**config.mk**
```make
export PLATFORM = sky130hd
export DESIGN_NAME = decoder_scan
export DESIGN_NICKNAME = d
export VERILOG_FILES = /design/src/rtl/decoder_scan_pkg.sv /design/src/rtl/decoder_scan_timer.sv /design/src/rtl/decoder_scan.sv
export SDC_FILE = /design/constraint.sdc
export NUM_CORES = 1
export LEC_CHECK = 0
export ABC_CLOCK_PERIOD_IN_PS = 2300
export CAP_MARGIN = 40
export CORE_ASPECT_RATIO = 1.1
export CORE_MARGIN = 5
export CORE_UTILIZATION = 50
export CTS_BUF_LIST = sky130_fd_sc_hd__clkbuf_4 sky130_fd_sc_hd__clkbuf_8
export DETAILED_ROUTE_END_ITERATION = 6
export PLACE_DENSITY_LB_ADDON = 0.25
export RECOVER_POWER = 100
export SETUP_SLACK_MARGIN = 0.15
export SLEW_MARGIN = 5
export SYNTH_ARGS = -nofsm -noshare
export SYNTH_HDL_FRONTEND = slang
export SYNTH_SLANG_ARGS = --single-unit
```
**constraint.sdc**
```tcl
create_clock -name clk -period 2.3 [get_ports clk]
set_clock_uncertainty 0.2 [all_clocks]
set_input_delay 0.46 -clock clk [delete_from_list [all_inputs] [get_ports clk]]
set_output_delay 0.46 -clock clk [all_outputs]
set_load 0.02 [all_outputs]
```
**src/rtl/decoder_scan_pkg.sv**
```systemverilog
// decoder_scan_pkg: shared types and helpers for the scanning decoder.
//   state_t    : FSM encodings ST_DIRECT / ST_SCAN_ON / ST_SCAN_BLANK.
//   onehot_n() : active-low one-hot of idx, all ones when idx >= valid_lim.
//   clog2_u()  : ceiling log2, used to size the blank counter.
package decoder_scan_pkg;

  typedef enum logic [1:0] {
    ST_DIRECT     = 2'd0,
    ST_SCAN_ON    = 2'd1,
    ST_SCAN_BLANK = 2'd2
  } state_t;

  // Widest output vector the helper can produce; callers size-cast down.
  localparam int unsigned MAX_OUT_W = 256;

  function automatic logic [MAX_OUT_W-1:0] onehot_n(input int unsigned idx,
                                                     input int unsigned valid_lim);
    logic [MAX_OUT_W-1:0] v;
    v = '1;
    if (idx < valid_lim) v = ~(MAX_OUT_W'(1) << idx);
    return v;
  endfunction

  function automatic int unsigned clog2_u(input int unsigned v);
    int unsigned r;
    r = 0;
    for (int unsigned i = 0; i < 32; i++)
      if ((64'd1 << i) < 64'(v)) r = i + 1;
    return r;
  endfunction

endpackage

```
**src/rtl/decoder_scan_timer.sv**
```systemverilog
// decoder_scan_timer: dwell down-counter and (optionally) blank down-counter.
// Build option: DECODER_SCAN_BLANK_EN adds the blank counter and its ports.
// Ports:
//   clk, rst         : clock, asynchronous active-high reset
//   en               : count enable; low freezes both counters
//   clr              : clear both counters to 0 (when en)
//   dwell_load/_val  : load dwell counter
//   dwell_done       : dwell counter is 0
//   blank_load/_val  : load blank counter (blank build only)
//   blank_done       : blank counter is 0 (blank build only)
module decoder_scan_timer #(
  parameter int DWELL_W = 16
`ifdef DECODER_SCAN_BLANK_EN
  , parameter int BLANK_W = 1
`endif
) (
  input  logic               clk,
  input  logic               rst,
  input  logic               en,
  input  logic               clr,
  input  logic               dwell_load,
  input  logic [DWELL_W-1:0] dwell_val,
`ifdef DECODER_SCAN_BLANK_EN
  input  logic               blank_load,
  input  logic [BLANK_W-1:0] blank_val,
  output logic               blank_done,
`endif
  output logic               dwell_done
);

  logic [DWELL_W-1:0] dwell_cnt_reg;

  // Counters idle at zero, so free-running decrement-while-nonzero is safe.
  always_ff @(posedge clk or posedge rst) begin
    if (rst) begin
      dwell_cnt_reg <= '0;
    end else if (en) begin
      if (clr)                      dwell_cnt_reg <= '0;
      else if (dwell_load)          dwell_cnt_reg <= dwell_val;
      else if (dwell_cnt_reg != '0) dwell_cnt_reg <= dwell_cnt_reg - 1'b1;
    end
  end

  assign dwell_done = (dwell_cnt_reg == '0);

`ifdef DECODER_SCAN_BLANK_EN
  logic [BLANK_W-1:0] blank_cnt_reg;

  always_ff @(posedge clk or posedge rst) begin
    if (rst) begin
      blank_cnt_reg <= '0;
    end else if (en) begin
      if (clr)                      blank_cnt_reg <= '0;
      else if (blank_load)          blank_cnt_reg <= blank_val;
      else if (blank_cnt_reg != '0) blank_cnt_reg <= blank_cnt_reg - 1'b1;
    end
  end

  assign blank_done = (blank_cnt_reg == '0);
`endif

endmodule

```
**src/rtl/decoder_scan.sv**
```systemverilog
// decoder_scan: SEL_W -> 2**SEL_W active-low decoder with 74x138 enable
// gating, registered outputs, and an autonomous scan sequencer.
// Build option: DECODER_SCAN_BLANK_EN inserts BLANK_CYC all-high cycles
// after every scan step.
// Ports:
//   clk, rst : clock, asynchronous active-high reset
//   en[2:0]  : G1 (en[0], high), G2A/G2B (en[1]/en[2], low)
//   mode     : 0 direct decode, 1 scan
//   sel      : direct-mode select
//   dwell    : scan step length minus one
//   y        : decoded outputs, active low, registered
//   cur_idx  : index currently driven
//   wrap     : one-cycle pulse when scan index returns to 0
module decoder_scan
  import decoder_scan_pkg::*;
#(
  parameter int SEL_W     = 3,
  parameter int NUM_OUT   = 8,
  parameter int DWELL_W   = 16,
  parameter int BLANK_CYC = 2
) (
  input  logic                clk,
  input  logic                rst,
  input  logic [2:0]          en,
  input  logic                mode,
  input  logic [SEL_W-1:0]    sel,
  input  logic [DWELL_W-1:0]  dwell,
  output logic [2**SEL_W-1:0] y,
  output logic [SEL_W-1:0]    cur_idx,
  output logic                wrap
);

  localparam int OUT_W = 2**SEL_W;
  localparam logic [SEL_W-1:0] LAST_IDX = SEL_W'(NUM_OUT - 1);

  state_t           state_reg, state_next;
  logic [SEL_W-1:0] idx_reg, idx_next;
  logic [OUT_W-1:0] y_reg, y_next;
  logic [SEL_W-1:0] cur_idx_reg, cur_idx_next;
  logic             wrap_reg, wrap_next;

  logic             act;
  logic             tmr_clr;
  logic             dwell_load;
  logic             dwell_done;
  logic [SEL_W-1:0] idx_adv;
  logic [OUT_W-1:0] oh_sel, oh_idx, oh_adv;

  assign act     = en[0] & ~en[1] & ~en[2];
  assign idx_adv = (idx_reg == LAST_IDX) ? '0 : idx_reg + 1'b1;
  assign oh_sel  = OUT_W'(onehot_n(32'(sel), NUM_OUT));
  assign oh_idx  = OUT_W'(onehot_n(32'(idx_reg), NUM_OUT));
  assign oh_adv  = OUT_W'(onehot_n(32'(idx_adv), NUM_OUT));

`ifdef DECODER_SCAN_BLANK_EN
  localparam int BLANK_W_RAW = int'(clog2_u(BLANK_CYC));
  localparam int BLANK_W     = (BLANK_W_RAW < 1) ? 1 : BLANK_W_RAW;
  localparam logic [BLANK_W-1:0] BLANK_LOAD = BLANK_W'(BLANK_CYC - 1);

  logic blank_load;
  logic blank_done;
`endif

  always_ff @(posedge clk or posedge rst) begin
    if (rst) begin
      state_reg   <= ST_DIRECT;
      idx_reg     <= '0;
      y_reg       <= '1;
      cur_idx_reg <= '0;
      wrap_reg    <= 1'b0;
    end else begin
      state_reg   <= state_next;
      idx_reg     <= idx_next;
      y_reg       <= y_next;
      cur_idx_reg <= cur_idx_next;
      wrap_reg    <= wrap_next;
    end
  end

  always_comb begin
    state_next   = state_reg;
    idx_next     = idx_reg;
    y_next       = y_reg;
    cur_idx_next = cur_idx_reg;
    wrap_next    = 1'b0;
    tmr_clr      = 1'b0;
    dwell_load   = 1'b0;
`ifdef DECODER_SCAN_BLANK_EN
    blank_load   = 1'b0;
`endif

    if (!act) begin
      // Disabled: blank the outputs, freeze everything else.
      y_next = '1;
    end else begin
      case (state_reg)
        ST_DIRECT: begin
          if (mode) begin
            // Entry edge already shows index 0 and counts as the first dwell cycle.
            state_next   = ST_SCAN_ON;
            idx_next     = '0;
            cur_idx_next = '0;
            y_next       = OUT_W'(onehot_n(32'd0, NUM_OUT));
            dwell_load   = 1'b1;
          end else begin
            y_next       = oh_sel;
            cur_idx_next = sel;
          end
        end

        ST_SCAN_ON: begin
          if (!mode) begin
            state_next   = ST_DIRECT;
            idx_next     = '0;
            tmr_clr      = 1'b1;
            y_next       = oh_sel;
            cur_idx_next = sel;
          end else if (dwell_done) begin
`ifdef DECODER_SCAN_BLANK_EN
            state_next   = ST_SCAN_BLANK;
            y_next       = '1;
            blank_load   = 1'b1;
`else
            idx_next     = idx_adv;
            cur_idx_next = idx_adv;
            y_next       = oh_adv;
            wrap_next    = (idx_reg == LAST_IDX);
            dwell_load   = 1'b1;
`endif
          end else begin
            // Re-derived every cycle so a resume after a freeze redraws the line.
            y_next = oh_idx;
          end
        end

`ifdef DECODER_SCAN_BLANK_EN
        ST_SCAN_BLANK: begin
          if (!mode) begin
            state_next   = ST_DIRECT;
            idx_next     = '0;
            tmr_clr      = 1'b1;
            y_next       = oh_sel;
            cur_idx_next = sel;
          end else if (blank_done) begin
            state_next   = ST_SCAN_ON;
            idx_next     = idx_adv;
            cur_idx_next = idx_adv;
            y_next       = oh_adv;
            wrap_next    = (idx_reg == LAST_IDX);
            dwell_load   = 1'b1;
          end else begin
            y_next = '1;
          end
        end
`endif

        default: begin
          state_next = ST_DIRECT;
          y_next     = '1;
        end
      endcase
    end
  end

  decoder_scan_timer #(
    .DWELL_W (DWELL_W)
`ifdef DECODER_SCAN_BLANK_EN
    , .BLANK_W (BLANK_W)
`endif
  ) u_timer (
    .clk        (clk),
    .rst        (rst),
    .en         (act),
    .clr        (tmr_clr),
    .dwell_load (dwell_load),
    .dwell_val  (dwell),
`ifdef DECODER_SCAN_BLANK_EN
    .blank_load (blank_load),
    .blank_val  (BLANK_LOAD),
    .blank_done (blank_done),
`endif
    .dwell_done (dwell_done)
  );

  assign y       = y_reg;
  assign cur_idx = cur_idx_reg;
  assign wrap    = wrap_reg;

endmodule

```
==> impl_metrics.json, run 1 <==
{
  "async_flop_share_pct": 100,
  "outcome": "complete, no violations",
  "synth_ff_type": "dfrtp_1",
  "dieArea_mm2": 0.00572,
  "finalInstanceArea_mm2": 0.00317,
  "critPathCaptureType": "register",
  "row_count": 25,
  "min_path_cells": 2,
  "layout_common_cells": "36 x buf_4, 24 x a21oi_1, 24 x dfrtp_1",
  "track_usage_pct": 23.3,
  "layout_commonest_cell": "buf_4",
  "synth_seq_cells": 32,
  "clk_pin_slew_worst_paths_ns": 0.07,
  "period_share_pct": 96.4,
  "clockRootBuffer": "clkbuf_8",
  "routed_wl_um": 6790,
  "die_x_um": 72.6,
  "ioPinCount": 37,
  "clockBufferDepth": 2,
  "ys_types": 51,
  "routedWlPerCell_um": 18.0,
  "area_growth_pct": 47.1,
  "relSlewSlack_pct": 46.8,
  "cts_buffers": 5,
  "synth.net_count": 281,
  "grt_pass1_wl_um": 10600,
  "yosys_warnings": 0,
  "cap_viol_max_count": 0,
  "synth_edf_count": 0,
  "required_ns": 2.27,
  "worst_ir_drop_vdd_v": 0.000571,
  "fp.dieH_um": 78.8,
  "grt_pass1_vias": 2357,
  "via_count": 2324,
  "port_buffers": 36,
  "critPathKind": "register to register",
  "postRouteAntennaNets": 0,
  "setup_ws_ns": 0.0821,
  "first_pass_iters": 7,
  "seq_area_um2": 811,
  "min_path_type": "register to register",
  "grt_setup_unrepaired": "yes",
  "setup_viol": 0,
  "antenna_cells": 0,
  "cts_max_level": 2,
  "start_kind": "register",
  "drtIter0Drc": 245,
  "grt_max_degree": 33,
  "fin_util_pct": 75.0,
  "cts_hold_buffers": 0,
  "dp_slack_ns": -0.207,
  "layout.nets": 356,
  "hold_violations": 0,
  "worst-r2r-setup-slack_ns": 0.08,
  "rr_startpoint": "u_timer.dwell_cnt_reg[0]$_DFFE_PP0P_",
  "tightest_slew_ns": 0.798,
  "crit_fanout": 5,
  "finalPower_w": 0.00241,
  "dp_hpwl_um": 4460,
  "layout-drive-gt1-share_pct": 29.2,
  "num-fill-cells": 318,
  "overflow": 0,
  "dpl_cell_area_mm2": 0.00280,
  "syn_area_mm2": 0.00215,
  "clock-sinks": 32,
  "gp_congestion": 0.847,
  "core_mm2": 0.00422,
  "largest_reg_flops": 16,
  "seq_area_frac_synth_pct": 37.7,
  "layout_min_cycle_time_ns": 2.22,
  "power.leakage_nw": 1.26,
  "finalSetupTns_ns": 0,
  "final-max-slew-violation-count": 0,
  "rr_endpoint": "u_timer.dwell_cnt_reg[8]$_DFFE_PP0P_",
  "multi_input_area_mm2": 0.00139,
  "route.detailed.drc": 0,
  "avgViaCountPerCell": 6.18,
  "power_density_mw_per_mm2": 760,
  "worst_ep_arrival_time_ns": 2.19,
  "r2r_cells": 7,
  "synth_area_per_cell_um2": 8.75,
  "clkLatencyLatePin_ns": 0.28,
  "fmax_ghz": 0.451,
  "syn-instance-count": 246,
  "cts_tree": "built",
  "start_util_pct": 51.0,
  "min_to": "cur_idx[0]$_DFFE_PP0P_",
  "hp-start": "cur_idx[0]$_DFFE_PP0P_",
  "antenna_found_initial": 0
}
-- critical path, cell delays in order (launching register included) --
cell and delay [ns]:
dfrtp_1 0.39, inv_1 0.09, ha_1 0.16, nor4b_4 0.40, nand4_4 0.20, a21o_4 0.29, clkbuf_1 0.13, a22o_1 0.24
-- cell usage after synthesis (4+ instances only) --
master | n | area, µm²
a32oi_1 | 6 | 52.6
nor3_1 | 13 | 65.1
clkbuf_1 | 11 | 41.3
inv_1 | 9 | 33.8
nand3b_1 | 7 | 52.6
buf_2 | 4 | 20.0
dfstp_2 | 8 | 210
nand3_1 | 18 | 90.1
and3_1 | 5 | 31.3
nor2_1 | 10 | 37.5
ha_1 | 10 | 125
o21ai_1 | 11 | 55.1
o21ai_0 | 9 | 45.0
nand4_1 | 5 | 31.3
dfrtp_1 | 24 | 601
a21oi_1 | 26 | 130
nand2_1 | 21 | 78.8
-- metal layers --
| metal | routed length, µm | vias up | GRT usage, % |
|---|---|---|---|
| met1 | 2540 | 1121 | 26.0 |
| met2 | 3660 | 111 | 42.9 |
| met3 | 467 | 12 | 4.43 |
| li1 | - | 1080 | - |
| met5 | 0 | - | 0 |
| met4 | 116 | 0 | 8.67 |
-- layout make-up --
class | instances | share of cell area (%)
Clock buffer | 8 | 3.28
Inverter | 9 | 1.07
Multi-Input combinational cell | 190 | 43.8
Sequential cell | 32 | 25.6
Tap cell | 54 | 2.13
Timing Repair Buffer | 83 | 24.2
-- worst max-delay path by stage --
| stage | from | endpoint | cells after the start | slack [ns] |
|---|---|---|---|---|
| 2_1_floorplan | u_timer.dwell_cnt_reg[0]$_DFFE_PP0P_ | u_timer.dwell_cnt_reg[14]$_DFFE_PP0P_ | 8 | 0.18 |
| 5_1_grt | u_timer.dwell_cnt_reg[0]$_DFFE_PP0P_ | u_timer.dwell_cnt_reg[8]$_DFFE_PP0P_ | 7 | 0.05 |
| 6_report | u_timer.dwell_cnt_reg[0]$_DFFE_PP0P_ | u_timer.dwell_cnt_reg[8]$_DFFE_PP0P_ | 7 | 0.08 |
| 3_5_place_dp | en[0] | u_timer.dwell_cnt_reg[7]$_DFFE_PP0P_ | 8 | -0.21 |
| 3_3_place_gp | en[0] | u_timer.dwell_cnt_reg[6]$_DFFE_PP0P_ | 6 | -0.16 |
| 4_1_cts | en[0] | u_timer.dwell_cnt_reg[13]$_DFFE_PP0P_ | 6 | 0.15 |
-- cell families (layout without fill, tap and decap cells) --
group,count (synthesis),in the layout,synth area share [%]
AO/OA/AOI/OAI,74,74,22.5
flip-flops,32,32,37.7
AND/OR/NAND/NOR,101,102,27.3
adder cells (fa/ha/maj),10,10,5.81
multiplexers,2,2,0.988
XOR/XNOR,2,2,0.814
buffers and inverters,25,100,4.94
-- per-stage QoR --
stage / instances / hold WS (ns)
floorplan: 246 / 0.328
global placement: 357 / 0.263
detailed placement: 357 / 0.275
CTS: 368 / 0.291
global route: 376 / 0.331
finish: 376 / 0.280
-- what timing repair did --
item	4_1_cts	5_1_grt
resized for setup	8	37
endpoints found under the setup margin	28	22
buffers inserted	3	7
pin swaps	7	13
gates cloned	0	1
-- power by group --
group / internal (W) / switching, W / total (W)
clock: 0.000285 / 0.000209 / 0.000494
sequential: 0.000687 / 0.000188 / 0.000875
combinational: 0.000495 / 0.000542 / 0.00104
Power figures use the tool's default switching activity.
==> run 2: changes to the inputs <==
--- a/config.mk
+++ b/config.mk
@@ -7,14 +7,16 @@
 export LEC_CHECK = 0
 export ABC_CLOCK_PERIOD_IN_PS = 2300
 export CAP_MARGIN = 40
-export CORE_ASPECT_RATIO = 1.1
+export CORE_ASPECT_RATIO = 0.75
 export CORE_MARGIN = 5
 export CORE_UTILIZATION = 50
 export CTS_BUF_LIST = sky130_fd_sc_hd__clkbuf_4 sky130_fd_sc_hd__clkbuf_8
+export CTS_CLUSTER_DIAMETER = 40
 export DETAILED_ROUTE_END_ITERATION = 6
 export PLACE_DENSITY_LB_ADDON = 0.25
 export RECOVER_POWER = 100
 export SETUP_SLACK_MARGIN = 0.15
+export SKIP_CTS_REPAIR_TIMING = 1
 export SLEW_MARGIN = 5
 export SYNTH_ARGS = -nofsm -noshare
 export SYNTH_HDL_FRONTEND = slang
==> run 2 against run 1 <==
Effect of this change: via count increased by 1.8%; total power increased by 1.5%; cell count decreased by 0.27%; maximum frequency increased by 1.6%; utilization increased by 1.0 points; largest power group unchanged.
==> impl_metrics.json, run 2 (synthesis gave the netlist of run 1 again) <==
{
  "outcome": "complete, no violations",
  "layout-drive-gt1-share_pct": 26.9,
  "clockRootBuffer": "clkbuf_8",
  "crit_chain": "inv_2 > ha_4 > nor4b_4 > buf_4 > and4_4 > clkbuf_1 > or4b_4 > nand4_1 > o311ai_2",
  "clkPwrFrac_pct": 22.5,
  "start_util_pct": 52.5,
  "layout.nets": 354,
  "relSlewSlack_pct": 43.1,
  "antenna_cells": 0,
  "crit_fanout": 3,
  "tightest_slew_ns": 0.853,
  "r2r_cells": 9,
  "routedWlPerCell_um": 18.8,
  "critPathKind": "register to register",
  "drtIter0Drc": 212,
  "dp_hpwl_um": 4570,
  "fin_util_pct": 76.0,
  "gp_congestion": 0.911,
  "grt_setup_unrepaired": "yes",
  "worst_ep_arrival_time_ns": 2.14,
  "hold_ws_ns": 0.289,
  "cts_tree": "built",
  "combPwrFrac_pct": 39.7,
  "routed_wl_um": 7050,
  "min_path_cells": 2,
  "overflow": 0,
  "route.detailed.drc": 0,
  "row_count": 20,
  "slowest_stage": "or4b_4",
  "required_ns": 2.26,
  "dieArea_mm2": 0.00573,
  "ioPinCount": 37,
  "cts_buffers": 5,
  "start_kind": "register",
  "clkLatencyLatePin_ns": 0.28,
  "clockBufferDepth": 2,
  "period_share_pct": 94.9,
  "setup_viol": 0,
  "cts_max_level": 2,
  "grt_pass1_vias": 2044,
  "avgViaCountPerCell": 6.31,
  "power_density_mw_per_mm2": 783,
  "first_pass_iters": 5,
  "critPathMaxStageDelay_ns": 0.50,
  "die_x_um": 85.8,
  "via_count": 2365,
  "track_usage_pct": 23.5,
  "grt_max_degree": 18,
  "worst_ir_drop_vdd_v": 0.000746,
  "p_seq_share_pct": 37.8,
  "p_sw_w": 0.000956,
  "min_path_type": "register to register",
  "cap_viol_max_count": 0,
  "swShare_pct": 39.1,
  "final-max-slew-violation-count": 0,
  "layout_common_cells": "32 x buf_4, 25 x a21oi_1, 22 x dfrtp_1",
  "critPathCaptureType": "register",
  "power.leakage_nw": 1.22,
  "layout_min_cycle_time_ns": 2.18,
  "antenna_found_initial": 0,
  "fmax_ghz": 0.458,
  "postRouteAntennaNets": 0,
  "hold_violations": 0,
  "port_buffers": 36,
  "internal_power_w": 0.00149,
  "finalPower_w": 0.00244,
  "dpl.cell_count": 362,
  "layout_commonest_cell": "buf_4",
  "grt_pass1_wl_um": 10500,
  "area_growth_pct": 44.9,
  "clk_pin_slew_worst_paths_ns": 0.07,
  "core_mm2": 0.00410,
  "clock-sinks": 32,
  "largest_reg_flops": 16,
  "final_cells": 375,
  "fp.dieH_um": 66.8
}
==> run 2: cell count changes in the layout (fill, tap and decap cells not counted), moves of 3 or more <==
cell      before  now
buf_4         36   32
buf_6          7    4
clkbuf_2       1    4
ha_4           0    3
o21ai_0       11   14
==> run 2: per-stage QoR <==
stage | setup TNS, ns | setup slack, ns | area, µm²
floorplan | 0 | 0.183 | 2160
global placement | -2.44 | -0.188 | 2850
detailed placement | -3.03 | -0.256 | 2850
CTS | 0 | 0.00143 | 2960
global route | 0 | 0.0311 | 3120
finish | 0 | 0.117 | 3120
==> run 2: final timing paths <==
check                                                     start  slack (ns)                                     to
max in group asynchronous                                   rst        0.33   u_timer.dwell_cnt_reg[8]$_DFFE_PP0P_
setup reg to reg           u_timer.dwell_cnt_reg[0]$_DFFE_PP0P_        0.12  u_timer.dwell_cnt_reg[14]$_DFFE_PP0P_
setup / recovery           u_timer.dwell_cnt_reg[0]$_DFFE_PP0P_        0.12  u_timer.dwell_cnt_reg[14]$_DFFE_PP0P_
hold / removal                           cur_idx[0]$_DFFE_PP0P_        0.29                 cur_idx[0]$_DFFE_PP0P_
hold reg to reg                          cur_idx[0]$_DFFE_PP0P_        0.29                 cur_idx[0]$_DFFE_PP0P_
min in group asynchronous                                   rst        0.40   u_timer.dwell_cnt_reg[0]$_DFFE_PP0P_
==> run 2: layer usage <==
metal	vias to the layer above	part of all wire, %	GRT usage (%)
li1	1082	-	-
met4	0	1.4	5.34
met2	126	44	32.2
met1	1139	44	36.8
met3	18	9.8	5.44
met5	-	0	0
==> run 2: power groups by stage <==
stage          logic [W]  registers (W)  clock network [W]
3_3_place_gp    0.000818       0.000864                  0
5_1_grt          0.00106       0.000940           0.000581
3_5_place_dp    0.000834       0.000867                  0
6_report        0.000969       0.000924           0.000550
4_1_cts         0.000841       0.000861           0.000550
2_1_floorplan   0.000465       0.000860                  0
==> run 2: area by class of cell <==
type / instances / area, µm²
clock buffers: 5 / 68.8
well taps: 55 / 68.8
repair buffers: 81 / 724
inverters: 9 / 33.8
flip-flops and latches: 32 / 813
fillers: 300 / 983
clock inverters: 3 / 42.5
multi-input cells: 190 / 1370
==> run 2: worst max-delay path: cells and delay by family (launching register included) <==
family | cells | cell delay (ns)
buffers and inverters | 3 | 0.35
adder cells (fa/ha/maj) | 1 | 0.15
AND/OR/NAND/NOR | 4 | 0.90
AO/OA/AOI/OAI | 1 | 0.10
flip-flops | 1 | 0.37
